--- src/rtl/fir_filter_tdm.sv ---
// Time-multiplexed FIR filter: one shared MAC, TAPS cycles per output sample,
// runtime-loadable coefficients, rounded/saturated output, valid/ready on both sides.
module fir_filter_tdm #(
  parameter int DATA_W = 8,
  parameter int COEF_W = 8,
  parameter int TAPS   = 8,
  parameter int OUT_W  = 16,
  parameter int SHIFT  = 0,
  localparam int AW    = $clog2(TAPS)
) (
  input  logic                     clk,
  input  logic                     reset,
  input  logic signed [DATA_W-1:0] x,
  input  logic                     in_valid,
  output logic                     in_ready,
  output logic signed [OUT_W-1:0]  y,
  output logic                     out_valid,
  input  logic                     out_ready,
  input  logic                     coef_we,
  input  logic [AW-1:0]            coef_addr,
  input  logic signed [COEF_W-1:0] coef_wdata,
  output logic                     coef_err,
  input  logic                     clear_hist
);

  localparam int PROD_W = DATA_W + COEF_W;
  localparam int ACC_W  = PROD_W + AW;
  localparam int EXT_W  = (ACC_W > OUT_W) ? ACC_W + 1 : OUT_W + 1;
  localparam logic [AW-1:0] LAST = AW'(TAPS - 1);
  localparam logic signed [EXT_W-1:0] RND_BIAS =
    (SHIFT > 0) ? (EXT_W'(1) << ((SHIFT > 0) ? SHIFT - 1 : 0)) : '0;
  localparam logic signed [EXT_W-1:0] OUT_MAX =
    {{(EXT_W-OUT_W+1){1'b0}}, {(OUT_W-1){1'b1}}};
  localparam logic signed [EXT_W-1:0] OUT_MIN =
    {{(EXT_W-OUT_W+1){1'b1}}, {(OUT_W-1){1'b0}}};

  typedef enum logic [1:0] {IDLE, MAC, OUT} state_t;

  state_t                    state_reg, state_next;
  logic signed [DATA_W-1:0]  hist_reg [TAPS];
  logic signed [COEF_W-1:0]  coef_reg [TAPS];
  logic [AW-1:0]             wptr_reg, rd_idx_reg, k_reg;
  logic signed [ACC_W-1:0]   acc_reg, acc_sum, prod_ext;
  logic signed [OUT_W-1:0]   y_reg, sat_val;
  logic                      coef_err_reg;

  logic                      idle, accept, coef_ok, k_last;
  logic [AW-1:0]             wptr_eff, wptr_inc;
  logic [TAPS-1:0]           hist_hit, coef_hit;
  logic signed [PROD_W-1:0]  prod;
  logic signed [EXT_W-1:0]   acc_ext, rnd;

  assign idle     = (state_reg == IDLE);
  assign accept   = idle && in_valid;
  assign coef_ok  = idle && coef_we && ({1'b0, coef_addr} < (AW+1)'(TAPS));
  // A clear in the accept cycle restarts the history at slot 0 before x is stored.
  assign wptr_eff = clear_hist ? '0 : wptr_reg;
  assign wptr_inc = (wptr_eff == LAST) ? '0 : wptr_eff + 1'b1;
  assign k_last   = (k_reg == LAST);

  genvar gi;
  generate
    for (gi = 0; gi < TAPS; gi++) begin : g_tap
      assign hist_hit[gi] = accept && (wptr_eff == AW'(gi));
      assign coef_hit[gi] = coef_ok && (coef_addr == AW'(gi));
    end
  endgenerate

  always_ff @(posedge clk or posedge reset) begin
    if (reset) begin
      for (int i = 0; i < TAPS; i++) begin
        hist_reg[i] <= '0;
        coef_reg[i] <= '0;
      end
    end else begin
      for (int i = 0; i < TAPS; i++) begin
        if (hist_hit[i])
          hist_reg[i] <= x;
        else if (idle && clear_hist)
          hist_reg[i] <= '0;
        if (coef_hit[i])
          coef_reg[i] <= coef_wdata;
      end
    end
  end

  // Shared multiply-accumulate; the sum of the final MAC cycle feeds rounding directly.
  assign prod     = coef_reg[k_reg] * hist_reg[rd_idx_reg];
  assign prod_ext = {{(ACC_W-PROD_W){prod[PROD_W-1]}}, prod};
  assign acc_sum  = acc_reg + prod_ext;
  assign acc_ext  = {{(EXT_W-ACC_W){acc_sum[ACC_W-1]}}, acc_sum};
  assign rnd      = (acc_ext + RND_BIAS) >>> SHIFT;

  always_comb begin
    sat_val = rnd[OUT_W-1:0];
    if (rnd > OUT_MAX)
      sat_val = OUT_MAX[OUT_W-1:0];
    else if (rnd < OUT_MIN)
      sat_val = OUT_MIN[OUT_W-1:0];
  end

  always_ff @(posedge clk or posedge reset) begin
    if (reset) begin
      state_reg    <= IDLE;
      wptr_reg     <= '0;
      rd_idx_reg   <= '0;
      k_reg        <= '0;
      acc_reg      <= '0;
      y_reg        <= '0;
      coef_err_reg <= 1'b0;
    end else begin
      state_reg    <= state_next;
      coef_err_reg <= coef_we && !coef_ok;
      case (state_reg)
        IDLE: begin
          if (accept) begin
            wptr_reg   <= wptr_inc;
            rd_idx_reg <= wptr_eff;
            k_reg      <= '0;
            acc_reg    <= '0;
          end else if (clear_hist) begin
            wptr_reg <= '0;
          end
        end
        MAC: begin
          acc_reg    <= acc_sum;
          k_reg      <= k_reg + 1'b1;
          rd_idx_reg <= (rd_idx_reg == '0) ? LAST : rd_idx_reg - 1'b1;
          if (k_last)
            y_reg <= sat_val;
        end
        default: ;
      endcase
    end
  end

  always_comb begin
    state_next = state_reg;
    in_ready   = 1'b0;
    out_valid  = 1'b0;
    case (state_reg)
      IDLE: begin
        in_ready = 1'b1;
        if (in_valid)
          state_next = MAC;
      end
      MAC: begin
        if (k_last)
          state_next = OUT;
      end
      OUT: begin
        out_valid = 1'b1;
        if (out_ready)
          state_next = IDLE;
      end
      default: state_next = IDLE;
    endcase
  end

  assign y        = y_reg;
  assign coef_err = coef_err_reg;

endmodule

--- config.mk ---
export PLATFORM = sky130hd
export DESIGN_NAME = fir_filter_tdm
export DESIGN_NICKNAME = d
export VERILOG_FILES = /design/src/rtl/fir_filter_tdm.sv
export SDC_FILE = /design/constraint.sdc
export NUM_CORES = 1
export LEC_CHECK = 0
export CAP_MARGIN = 0
export CORE_MARGIN = 2
export CORE_UTILIZATION = 50
export DETAILED_ROUTE_END_ITERATION = 12
export GPL_ROUTABILITY_DRIVEN = 0
export PLACE_DENSITY = 0.67
export SYNTH_ARGS = -nofsm -noshare
export SYNTH_HDL_FRONTEND = slang
export SYNTH_SLANG_ARGS = --single-unit
--- constraint.sdc ---
create_clock -name clk -period 8.1 [get_ports clk]
set_input_delay 1.215 -clock clk [delete_from_list [all_inputs] [get_ports clk]]
set_output_delay 1.215 -clock clk [all_outputs]
set_load 0.01 [all_outputs]
==> Word level (Yosys, flattened, before mapping) <==
Index checks and enable logic that the tools add are counted.
{ "totals": {"regBits": 175, "in_bits": 25, "out_inout_bits": 19} }
{ "op_classes": {"n_addsub": 4, "n_mul": 1, "n_lt_le_gt_ge": 4, "eq_ne": 21, "mux": 33, "bitwise_logic": 2, "n_reduce_logical": 37} }
{ "ops": {"columns": ["operator", "n"], "rows": [
  ["2-to-1 mux 8 bit", 13],
  ["binary-select mux 8 bit (select 3 bit)", 2],
  ["one-hot mux 19 bit (2 select lines)", 1],
  ["2-to-1 mux 16 bit", 2],
  ["== test 3 bit (second input constant)", 9],
  ["logical AND 1 bit", 20],
  ["adder 19 x 16 -> 19 bit", 1],
  ["> comparator 19 x 16 -> 1 bit (second input constant)", 1],
  ["less-than comparator 19 x 16 -> 1 bit (second input constant)", 1],
  ["2-to-1 mux 19 bit", 1],
  ["2-to-1 mux 3 bit", 6],
  ["nonzero test 2 bit", 9],
  ["multiplier 8 x 8 -> 16 bit", 1],
  ["== test 3 x 2 -> 1 bit (second input constant)", 4],
  ["one-hot mux 3 bit (2 select lines)", 2],
  ["zero test 3 bit", 3],
  ["greater-or-equal comparator 4 bit (second input constant)", 2],
  ["inverter 3 -> 4 bit", 2],
  ["adder 3 x 1 -> 3 bit (second input constant)", 2],
  ["== test 3 x 1 -> 1 bit (second input constant)", 2],
  ["2-to-1 mux 2 bit", 3],
  ["inequality test 2 bit (second input constant)", 3],
  ["one-hot mux 2 bit (3 select lines)", 1],
  ["AND reduction 2 bit", 2],
  ["8 further kinds", 9]
]} }

==> Depth between registers and ports, before layout <==
Gate-level depths: netlist of the first run.
{ "depth": {"depth_word": 9, "depth_mapped": 23} }

==> Least setup slack after synthesis of the first run <==
OpenSTA, ideal clock, no wires.
{ "synth_path": {"path_type": "flip-flop to flip-flop", "startpoint": "reg k_reg[0]", "endpoint": "reg y_reg[1] (netlist: y[1])", "arrival_ns": 6.932, "required_time_ns": 7.960, "slack_ns": 1.027, "stages_incl_launch_ff": 20, "path_cell_list": "dfrtp_1 -> clkbuf_1 -> mux4_2 -> mux2i_1 -> nor2_1 -> inv_1 -> fa_1 -> inv_1 -> fa_1 -> fa_1 -> fa_1 -> fa_1 -> ha_1 -> and3_1 -> a221o_1 -> o211a_1 -> a211oi_2 -> nand4_2 -> o211ai_1 -> a32oi_1"} }
{ "synth_via": {"elab_chain_len": 9} }
{ "synth_rtl": {"columns": ["item", "line_no", "text"], "rows": [
  ["start: declaration", "42", "logic [AW-1:0] wptr_reg, rd_idx_reg, k_reg;"],
  ["start signal: assignment", "127", "k_reg <= k_reg + 1'b1;"],
  ["inverter 3 -> 4 bit (not written as such)", "88", "assign prod = coef_reg[k_reg] * hist_reg[rd_idx_reg];"],
  ["binary-select mux 8 bit (select 3 bit)", "88", null],
  ["2-to-1 mux 8 bit (not written as such) (2 in a row)", "88", null],
  ["multiplier 8 x 8 -> 16 bit", "88", null],
  ["adder 19 x 16 -> 19 bit", "90", "assign acc_sum = acc_reg + prod_ext;"],
  ["less-than comparator 19 x 16 -> 1 bit", "98", "else if (rnd < OUT_MIN)"],
  ["2-to-1 mux 16 bit", "98", null],
  ["2-to-1 mux 16 bit", "96", "if (rnd > OUT_MAX)"],
  ["end signal: assignment", "130", "y_reg <= sat_val;"],
  ["end: declaration", "44", "logic signed [OUT_W-1:0] y_reg, sat_val;"]
]} }
Several ways; a longest one is shown, not always the timed one. The select of a mux whose other input is x is not followed.
A chain may end at the register's enable or synchronous reset.

==> Final worst setup path of the first run <==
{ "layout_path": {"startpoint": "reg rd_idx_reg[0]", "endpoint": "reg y_reg[5] (netlist: y[5])"} }
{ "layout_via": {"elab_chain_len": 9} }
{ "layout_rtl": {"columns": ["item", "line_no", "text"], "rows": [
  ["start: declaration", "42", null],
  ["start signal: assignment", "118", "rd_idx_reg <= wptr_eff;"],
  ["start signal: assignment", "128", "rd_idx_reg <= (rd_idx_reg == '0) ? LAST : rd_idx_reg - 1'b1;"],
  ["inverter 3 -> 4 bit (not written as such) *", "88", null],
  ["binary-select mux 8 bit (select 3 bit) *", "88", null],
  ["2-to-1 mux 8 bit (not written as such) * (2 in a row)", "88", null],
  ["multiplier 8 x 8 -> 16 bit *", "88", null],
  ["adder 19 x 16 -> 19 bit *", "90", null],
  ["less-than comparator 19 x 16 -> 1 bit", "98", null],
  ["2-to-1 mux 16 bit", "98", null],
  ["2-to-1 mux 16 bit *", "96", null]
]} }
Mark *: on every way between the ends. The rest lies on a longest branch, timed or not. The select of a mux whose other input is x is not followed.

==> summary.md, run 1 <==
| Metric | Value |
|---|---|
| Status | completed |
| Total inserted antenna cells | 0 |
| DR vias/cell | roughly 5.6 |
| # clock sinks | 175 |
| Syn Inst Count | ~1100 |
| EDFF count, synth | 0 |
| Deepest clock path buffer count | 2 |
| Post-route ant nets | 0 |
| Die W | between 150 and 200 um |
| Comb pwr share | 0.568 |
| PD cells | a little under 400 nW/um2 |
| Switch share | 0.440 |
| Sequential Power Share | 0.269 |
| Min-Delay Path Depth | 1 |
| VDD IR-drop max | 0.000258 V |
| Cell mode on critical path | fa_1 |
| Area leader, netlist | dfrtp_1 |
| Internal | 2.84 mW |
| Synth Warn # | 0 |
| CTS resizes | 0 |
| Final hold violation count | 0 |
| CTS Buf Count | 17 |
| Tmin final | 7.32 ns |
| DRT Pass-1 Iters | 6 |
| Initial antenna violation count | 0 |
| Clock tree root buffer cell | clkbuf_16 |
| Syn Nets | 1238 |
| Reg2Reg Depth | 20 |
| Row count | between 50 and 60 |
| Worst EP arrival | 7.59 ns |
| Final Skew | between 0.01 and 0.015 ns |
| Port Buffer Count | between 40 and 50 |
| Family with the most delay on the worst path | adder cells |
| Max-Cap Viols | 0 |
| Post-route DRC | 0 |
| Cell Area, Synth | about 12000 um2 |
| CP max-delay cell | dfrtp_1 |
| Predominant post-synthesis flop cell | dfrtp_1 |
| Clock Power Share | 0.163 |
| Worst path max stage delay | between 0.6 and 0.7 ns |
| Flops & latches, synth | 175 |
| Initial drt markers | 463 |
| # IOs | 44 |
| Overflow after GRT | 0 |
| CP max FO | 11 |
| Post-CTS Hold Buffers | 0 |
| Period utilization | 0.904 |
| TritonCTS clock tree | yes |
| Buf/Inv on CP | 4 |
| Total track usage | 0.231 |
| Reg2reg setup slack | about 0.8 ns |
| Fin cells | approximately 1400 |
| Largest net degree at the start of global routing | 99 |
| Slew headroom | 0.326 |
| Hold Path Class | flip-flop to flip-flop |
| Max-slew violation count | 0 |
| CP Capture Type | flip-flop |
| Async set-or-reset flop fraction in the synthesized netlist | 1.00 |
| H-tree Lvls | 4 |
| DPL Wire Length | between 15000 and 20000 um |
| Number of global-route vias before repair | between 8000 and 9000 |
| DIE AREA | 24300 um2 |
| TNS Setup | 0 ns |
| Crit path depth | 20 |
| Tightest Pin Transition | 1.01 ns |
| Crit path kind | flip-flop to flip-flop |
| Per-cell routed wire length | between 15 and 20 um |
| Crit path required time | about 8.4 ns |
| Clock latency at the later pin of the worst-skew pair | between 0.4 and 0.5 ns |
| Unique masters post-synth | 51 |
| Area contributors post-synth | dfrtp_1, fa_1, mux2_2 |
| Total Nets Final | about 1300 |
| RSZ-0062 raised after global routing | no |
| Share of layout cells above drive strength 1 | 0.150 |
| Worst path cell trace | buf_4 -> mux4_2 -> mux2i_1 -> buf_4 -> nor2_1 -> fa_1 -> inv_1 -> fa_1 -> inv_1 -> fa_1 -> fa_1 -> fa_1 -> ha_1 -> a21o_1 -> a221o_1 -> o211a_1 -> a211oi_2 -> nand4_2 -> o211ai_1 -> a32oi_1 |
| Sequential-to-total area share from yosys stat | 0.380 |
| Most common cell after layout, fill and taps aside | nand2_1 |
| First-pass GRT wire length | 43300 um |
| Clock transition at the registers of the reported paths | roughly 0.080 ns |
| Fmax achieved | approximately 0.14 GHz |
| Area Growth Syn to Fin | 11.1% |
| Switching pwr | between 2 and 2.5 mW |
| Post-CTS setup buffers | 0 |
| Die Ht | between 150 and 200 um |
| # setup viols final | 0 |
| Yosys top cell area share | 0.380 |
| Post-Syn Area per Cell | ~11 um2 |
| Static leakage | around 6.1 nW |
| Most frequent cells in the layout | nand2_1, dfrtp_1, inv_1 |
| Initial Utilization | 0.509 |
| Cells after DPL | between 1000 and 1500 |
| Crit path launch type | flip-flop |
| Overall routed net length | roughly 26000 um |
| Total core area | 22600 um2 |
| Vias | ~8000 |
## synthesized netlist by cell type (all sizes together) (2+ instances only)
cell type    n
a21oi       20
and2         3
nor2        47
nand2b      17
fa          84
dfrtp      175
mux2i       14
nor3b        3
buf         16
nand3       17
ha          54
a22o         3
nand4        5
a221oi       3
nand2      188
and3        12
a32oi        7
xor2         6
or2          8
a221o        2
xnor2       12
a21o         6
o21ai       79
a211oi       4
o31ai        7
o211ai       7
mux4        32
nor3         8
inv         94
clkbuf      42
a21boi       2
nor2b       17
mux2        69
## stage by stage
stage	util	power (mW)	hold WS, ns	setup slack [ns]	cell area (um2)
3_5_place_dp	0.540	4.23	0.484	0.800	12200
3_3_place_gp	0.540	4.18	0.482	0.927	12200
5_1_grt	0.565	5.51	0.512	0.352	12800
4_1_cts	0.565	5.09	0.501	0.779	12800
6_report	0.565	5.07	0.498	0.782	12800
2_1_floorplan	-	3.43	0.460	1.03	11500
## kinds of logic after synthesis
group,Yosys count,share of synthesized area
and+or+nand+nor,326,0.125
xor gates and xnor gates,18,0.0137
muxes,115,0.142
DFF,175,0.380
adders and majority gates,138,0.205
AOI/OAI and AO/OA,151,0.0818
buffers and inverters,152,0.0526
## power by group through the flow
stage                     Clock (mW)  Sequential, mW  Combinational, mW
after floorplan                    0            1.28               2.15
after global placement             0            1.37               2.80
after detailed placement           0            1.38               2.85
after CTS                      0.839            1.36               2.89
after global routing           0.882            1.40               3.23
final                          0.825            1.36               2.88
## worst register-to-register path, stage by stage, from the launching register on
cell,delay (ns)
dfrtp_1,0.69
buf_4,0.32
mux4_2,0.52
mux2i_1,0.14
buf_4,0.20
nor2_1,0.08
fa_1,0.52
inv_1,0.05
fa_1,0.48
inv_1,0.06
fa_1,0.50
fa_1,0.53
fa_1,0.45
ha_1,0.36
a21o_1,0.23
a221o_1,0.41
o211a_1,0.24
a211oi_2,0.40
nand4_2,0.32
o211ai_1,0.54
a32oi_1,0.13
## routing by layer
| metal | vias up | wire length, um | share of wire | global-route usage |
|---|---|---|---|---|
| li1 | 3660 | - | - | - |
| met1 | 3993 | 11300 | 0.44 | 0.310 |
| met2 | 192 | 12800 | 0.50 | 0.385 |
| met3 | 27 | 994 | 0.039 | 0.0394 |
| met4 | 0 | 461 | 0.018 | 0.0747 |
| met5 | - | 0 | 0 | 0 |
## area by class of cell
type,count,area (um2)
repair buffers,64,588
inverters,94,358
well taps,285,357
clock buffers,19,433
multi-input cells,748,6540
fillers,1912,9840
clock inverters,13,149
flip-flops and latches,175,4380
## worst paths after layout
kind                                from          end
max                        rd_idx_reg[0]         y[5]
min                                y[15]        y[15]
max reg2reg                rd_idx_reg[0]         y[5]
min reg2reg                        y[15]        y[15]
max in group asynchronous          reset   acc_reg[5]
min in group asynchronous          reset  coef_reg[4]
No activity file was read; power rests on OpenSTA's default activity.
==> run 2: changes to the inputs <==
--- a/config.mk
+++ b/config.mk
@@ -6,7 +6,7 @@
 export NUM_CORES = 1
 export LEC_CHECK = 0
 export CAP_MARGIN = 0
-export CORE_MARGIN = 2
+export CORE_MARGIN = 1
 export CORE_UTILIZATION = 50
 export DETAILED_ROUTE_END_ITERATION = 12
 export GPL_ROUTABILITY_DRIVEN = 0
==> summary.md, run 2 (synthesis gave the netlist of run 1 again) <==
| Metric | Value |
|---|---|
| Die W | 154 um (-1.3%) |
| # clock sinks | 175 (unchanged) |
| Fill cells | 1923 (+0.58%) |
| Total core area | 22600 um2 (unchanged) |
| CP Capture Type | flip-flop |
| Cells after DPL | 1367 (+0.073%) |
| Final Power | 5.07 mW (about the same) |
| Number of global-route vias before repair | 8369 (+1.6%) |
| Initial Utilization | 0.509 (unchanged) |
| Die Ht | 154 um (-1.3%) |
| Clock transition at the registers of the reported paths | 0.07 ns (about the same) |
| DPL Wire Length | 18200 um (-0.28%) |
| Post-CTS Hold Buffers | 0 (unchanged) |
| # setup viols final | 0 (unchanged) |
| Share of layout cells above drive strength 1 | 0.151 (+0.000898) |
| Status | completed |
| Crit path kind | flip-flop to flip-flop |
| PD cells | 396 nW/um2 (about the same) |
| DR vias/cell | 5.63 (about the same) |
| Row count | 55 (unchanged) |
| CP max FO | 11 (unchanged) |
| Clock latency at the later pin of the worst-skew pair | 0.44 ns (about the same) |
| Post-CTS setup buffers | 0 (unchanged) |
| GR peak layer | met2 |
| Design Area, Final | 12800 um2 (about the same) |
| Port Buffer Count | 43 (unchanged) |
| Period utilization | 0.922 (+0.0180) |
| Most frequent cells in the layout | nand2_1, dfrtp_1, inv_1 |
| VDD IR-drop max | 0.000253 V (-1.9%) |
| Total track usage | 0.236 (+0.00508) |
| Final hold violation count | 0 (unchanged) |
| DIE AREA | 23600 um2 (-2.6%) |
| Fmax achieved | 0.134 GHz (-2.0%) |
| First-pass GRT wire length | 43200 um (-0.13%) |
| Overflow after GRT | 0 (unchanged) |
| Initial drt markers | 489 (+5.6%) |
| Hold Path Class | flip-flop to flip-flop |
| H-tree Lvls | 4 (unchanged) |
| M3 GR Usage | 0.0349 (-0.00450) |
| Overall routed net length | 25500 um (-0.32%) |
| CTS resizes | 0 (unchanged) |
| Largest net degree at the start of global routing | 110 (+11%) |
| Crit path launch type | flip-flop |
| Place WS | 0.643 ns (-0.157 ns) |
| CTS Buf Count | 17 (unchanged) |
| Area Growth Syn to Fin | 11.2% (about the same) |
| RSZ-0062 raised after global routing | no |
| Met2 Use GR | 0.394 (+0.00941) |
| Final Util | 0.566 (about the same) |
| Most common cell after layout, fill and taps aside | nand2_1 |
| TNS Setup | 0 ns (unchanged) |
| # IOs | 44 (unchanged) |
| Static leakage | 6.07 nW (+0.13%) |
| Crit path required time | 8.37 ns (about the same) |
| Final Skew | 0.0147 ns (+0.00359 ns) |
| Initial antenna violation count | 0 (unchanged) |
| Post-route ant nets | 0 (unchanged) |
| TritonCTS clock tree | yes |
| Hold slack | 0.505 ns (+0.00649 ns) |
| Final worst slack | 0.636 ns (-0.146 ns) |
| Per-cell routed wire length | 18.2 um (-0.32%) |
| Deepest clock path buffer count | 2 (unchanged) |
| GR Util met1 | 0.320 (+0.0105) |
| Max-slew violation count | 0 (unchanged) |
| Total inserted antenna cells | 0 (unchanged) |
| Worst EP arrival | 7.74 ns (+0.15 ns) |
| Vias | 7870 (-0.025%) |
| Total Nets Final | 1264 (+0.079%) |
| Post-route DRC | 0 (unchanged) |
| Fin cells | 1398 (unchanged) |
| Slew headroom | 0.314 (-0.0114) |
| Clock tree root buffer cell | clkbuf_16 |
| Max-Cap Viols | 0 (unchanged) |
| Tightest Pin Transition | 1.03 ns (+0.0209 ns) |
| Placed inst area | 12200 um2 (about the same) |
| DRT Pass-1 Iters | 5 (-1) |
| Tmin final | 7.46 ns (+0.146 ns) |
## run 2: cell count changes in the layout (fill, tap and decap cells not counted), sizes merged
cell      previous run  this run
clkinv               2         3
clkbuf              19        18
clkinvlp             3         2
buf                 21        22
## run 2: layer usage
layer,wire (um),vias up
li1,-,3659
met1,11500,4065
met2,12800,120
met3,802,26
met4,387,0
met5,0,-
## run 2: worst max-delay path: stages (launching register included)
cell      delay [ns]
dfrtp_1         0.80
buf_4           0.31
mux4_2          0.50
mux2i_1         0.14
buf_4           0.20
nand2b_1        0.15
fa_1            0.45
fa_1            0.55
inv_1           0.06
fa_1            0.50
fa_1            0.53
fa_1            0.50
ha_1            0.37
and3_1          0.17
a221o_1         0.39
o211a_1         0.25
a211oi_2        0.41
nand4_2         0.32
o211ai_1        0.57
a32oi_1         0.13
## run 2: cell type report
type / instances / area [um2] / area share
multi-input combinational: 748 / 6540 / 0.511
sequential: 175 / 4380 / 0.342
inverter: 94 / 358 / 0.0279
timing repair buffer: 65 / 596 / 0.0465
clock buffer: 18 / 429 / 0.0335
tap: 285 / 357 / 0.0278
clock inverter: 13 / 150 / 0.0117
## run 2: power by group
| part | internal, mW | switching, mW |
|---|---|---|
| sequential | 1.15 | 0.219 |
| combinational | 1.25 | 1.62 |
| clock | 0.437 | 0.389 |
| total | 2.84 | 2.23 |
## run 2: worst paths after layout
kind	startpoint	end	slack, ns	cells after the start
min	y[15]	y[15]	0.50	1
min in group asynchronous	reset	coef_reg[3]	1.38	2
min reg2reg	y[15]	y[15]	0.50	1
max reg2reg	rd_idx_reg[0]	y[1]	0.64	19
max in group asynchronous	reset	coef_reg[29]	5.21	3
max	rd_idx_reg[0]	y[1]	0.64	19
==> run 3: changes to the inputs <==
--- a/config.mk
+++ b/config.mk
@@ -8,6 +8,7 @@
 export CAP_MARGIN = 0
 export CORE_MARGIN = 1
 export CORE_UTILIZATION = 50
+export CTS_BUF_LIST = sky130_fd_sc_hd__clkbuf_4
 export DETAILED_ROUTE_END_ITERATION = 12
 export GPL_ROUTABILITY_DRIVEN = 0
 export PLACE_DENSITY = 0.67
==> summary.md, run 3 (synthesis gave the netlist of run 1 again) <==
| Metric | Value |
|---|---|
| Cell mode on critical path | fa_1 |
| Worst hold path endpoint | state_reg[0] |
| Total track usage | 0.232 (-0.00403) |
| TritonCTS clock tree | yes |
| Row count | 55 (unchanged) |
| TNS Setup | 0 ns (unchanged) |
| Hold Path Class | flip-flop to flip-flop |
| Reg2Reg Depth | 19 (unchanged) |
| Port Buffer Count | 43 (unchanged) |
| Clock transition at the registers of the reported paths | 0.19 ns (+0.12 ns) |
| Post-route DRC | 0 (unchanged) |
| Post-CTS setup buffers | 0 (unchanged) |
| CP max FO | 11 (unchanged) |
| Vias | 7812 (-0.74%) |
| Slew headroom | 0.306 (-0.00884) |
| Fin cells | 1399 (+0.072%) |
| CP max-delay cell | dfrtp_1 |
| CP Capture Type | flip-flop |
| Hold Startpoint | state_reg[1] |
| Crit path required time | 8.50 ns (+0.13 ns) |
| Post-CTS Hold Buffers | 0 (unchanged) |
| Crit path launch type | flip-flop |
| Worst path cell trace | buf_4 -> mux4_2 -> mux2i_1 -> inv_1 -> nand2_1 -> fa_1 -> fa_1 -> inv_1 -> fa_1 -> fa_1 -> fa_1 -> ha_1 -> and3_1 -> a221o_1 -> o211a_1 -> a211oi_2 -> nand4_2 -> o211ai_1 -> a32oi_1 |
| DR vias/cell | 5.58 (-0.81%) |
| Highest Signal Layer | met4 |
| Internal | 2.56 mW (-9.6%) |
| Share of layout cells above drive strength 1 | 0.152 (+0.000898) |
| # clock sinks | 175 (unchanged) |
| Clock tree root buffer cell | clkbuf_4 |
| Area Growth Syn to Fin | 8.66% |
| Final Skew | 0.0437 ns (+0.0291 ns) |
| Static leakage | 5.94 nW (-2.1%) |
| Buf/Inv on CP | 3 (unchanged) |
| Most frequent cells in the layout | nand2_1, dfrtp_1, inv_1 |
| Reg-to-reg startpoint | rd_idx_reg[0] |
| Status | completed |
| Crit path kind | flip-flop to flip-flop |
| CP startpoint | rd_idx_reg[0] |
| Initial Utilization | 0.509 (unchanged) |
| H-tree Lvls | 4 (unchanged) |
| # IOs | 44 (unchanged) |
| Family with the most delay on the worst path | adder cells |
| Total core area | 22600 um2 (unchanged) |
| Sequential Power Share | 0.288 (+0.017) |
| Switching pwr | 2.19 mW (-2.1%) |
| Initial drt markers | 471 (-3.7%) |
| Max-Cap Viols | 0 (unchanged) |
| Clock Power Share | 0.108 (-0.055) |
| Met3 WL | 814 um (+1.5%) |
| DIE AREA | 23600 um2 (unchanged) |
| DPL Wire Length | 18200 um (unchanged) |
| Overflow after GRT | 0 (unchanged) |
| Initial antenna violation count | 1 (+1) |
| Tmin final | 7.44 ns (-0.0287 ns) |
| VDD IR-drop max | 0.000248 V (-2.0%) |
| Per-cell routed wire length | 18.0 um (-1.1%) |
| Post-route ant nets | 0 (unchanged) |
| Min-Delay Path Depth | 1 (unchanged) |
| Comb pwr share | 0.604 (+0.038) |
| CTS resizes | 0 (unchanged) |
| Fmax achieved | 0.134 GHz (+0.39%) |
| Most common cell after layout, fill and taps aside | nand2_1 |
| Largest net degree at the start of global routing | 110 (unchanged) |
| Clock latency at the later pin of the worst-skew pair | 0.58 ns (+0.14 ns) |
| Cells after DPL | 1367 (unchanged) |
| Switch share | 0.460 (+0.0198) |
| Reg2reg setup slack | 0.66 ns (+0.03 ns) |
| Wire length on met1 | 11300 um (-1.5%) |
| Period utilization | 0.918 (-0.00354) |
| Max-slew violation count | 0 (unchanged) |
| PD cells | 380 nW/um2 (-4.1%) |
| Overall routed net length | 25200 um (-1.0%) |
| # setup viols final | 0 (unchanged) |
| DRT Pass-1 Iters | 5 (unchanged) |
| Die W | 154 um (unchanged) |
| Worst EP arrival | 7.84 ns (+0.10 ns) |
| Total Nets Final | 1264 (unchanged) |
| RSZ-0062 raised after global routing | no |
| First-pass GRT wire length | 42600 um (-1.5%) |
| Deepest clock path buffer count | 2 (unchanged) |
| Fill cells | 1976 (+2.8%) |
| Tightest Pin Transition | 1.04 ns (+0.0133 ns) |
| Met2 wire len | 12600 um (-1.5%) |
| Die Ht | 154 um (unchanged) |
| Number of global-route vias before repair | 8201 (-2.0%) |
| Reg2reg end | y[1] |
| CTS Buf Count | 17 (unchanged) |
| Final hold violation count | 0 (unchanged) |
| Worst path max stage delay | 0.81 ns (about the same) |
-- run 3: changes by cell type in the layout (fill, tap and decap cells not counted) --
| cell | previous run | this run |
|---|---|---|
| clkbuf_1 | 1 | 0 |
| clkbuf_4 | 0 | 18 |
| clkbuf_16 | 17 | 0 |
| diode_2 | 0 | 1 |
-- run 3: power by group through the flow --
stage	registers (mW)	clock network (mW)	logic (mW)
2_1_floorplan	1.28	0	2.15
3_3_place_gp	1.38	0	2.81
3_5_place_dp	1.39	0	2.86
4_1_cts	1.37	0.527	2.88
5_1_grt	1.41	0.560	3.19
6_report	1.37	0.515	2.87
-- run 3: layout make-up --
class | count | area (um2) | area share
multi-input cells | 748 | 6540 | 0.522
flip-flops and latches | 175 | 4380 | 0.350
repair buffers | 65 | 596 | 0.0476
inverters | 94 | 358 | 0.0286
well taps | 285 | 357 | 0.0285
clock inverters | 13 | 150 | 0.0120
clock buffers | 18 | 135 | 0.0108
diodes | 1 | 2.50 | 0.000200
-- run 3: worst max-delay path by stage --
stage	endpoint	slack (ns)	cells after the start
floorplan	y[1]	1.03	19
global placement	y[5]	0.79	19
detailed placement	y[0]	0.64	19
CTS	y[1]	0.65	19
global route	y[1]	0.24	19
finish	y[1]	0.66	19
-- run 3: routing by layer --
layer,GRT usage,vias to the layer above
met3,0.0364,27
met5,0,-
met4,0.0624,0
met2,0.388,125
met1,0.315,4004
li1,-,3656
-- run 3: worst reg2reg max path, cell delays in order (launching register included) --
cell,delay [ns]
dfrtp_1,0.81
buf_4,0.32
mux4_2,0.52
mux2i_1,0.25
inv_1,0.14
nand2_1,0.11
fa_1,0.42
fa_1,0.55
inv_1,0.06
fa_1,0.50
fa_1,0.53
fa_1,0.50
ha_1,0.37
and3_1,0.17
a221o_1,0.39
o211a_1,0.25
a211oi_2,0.41
nand4_2,0.31
o211ai_1,0.57
a32oi_1,0.13
-- run 3: stage by stage --
stage / total power, mW / hold slack, ns / setup WS, ns / util / cell area, um2
floorplan: 3.43 / 0.460 / 1.03 / - / 11500
global placement: 4.19 / 0.481 / 0.791 / 0.540 / 12200
detailed placement: 4.25 / 0.487 / 0.643 / 0.540 / 12200
CTS: 4.77 / 0.493 / 0.653 / 0.553 / 12500
global route: 5.16 / 0.527 / 0.245 / 0.553 / 12500
finish: 4.75 / 0.492 / 0.664 / 0.553 / 12500
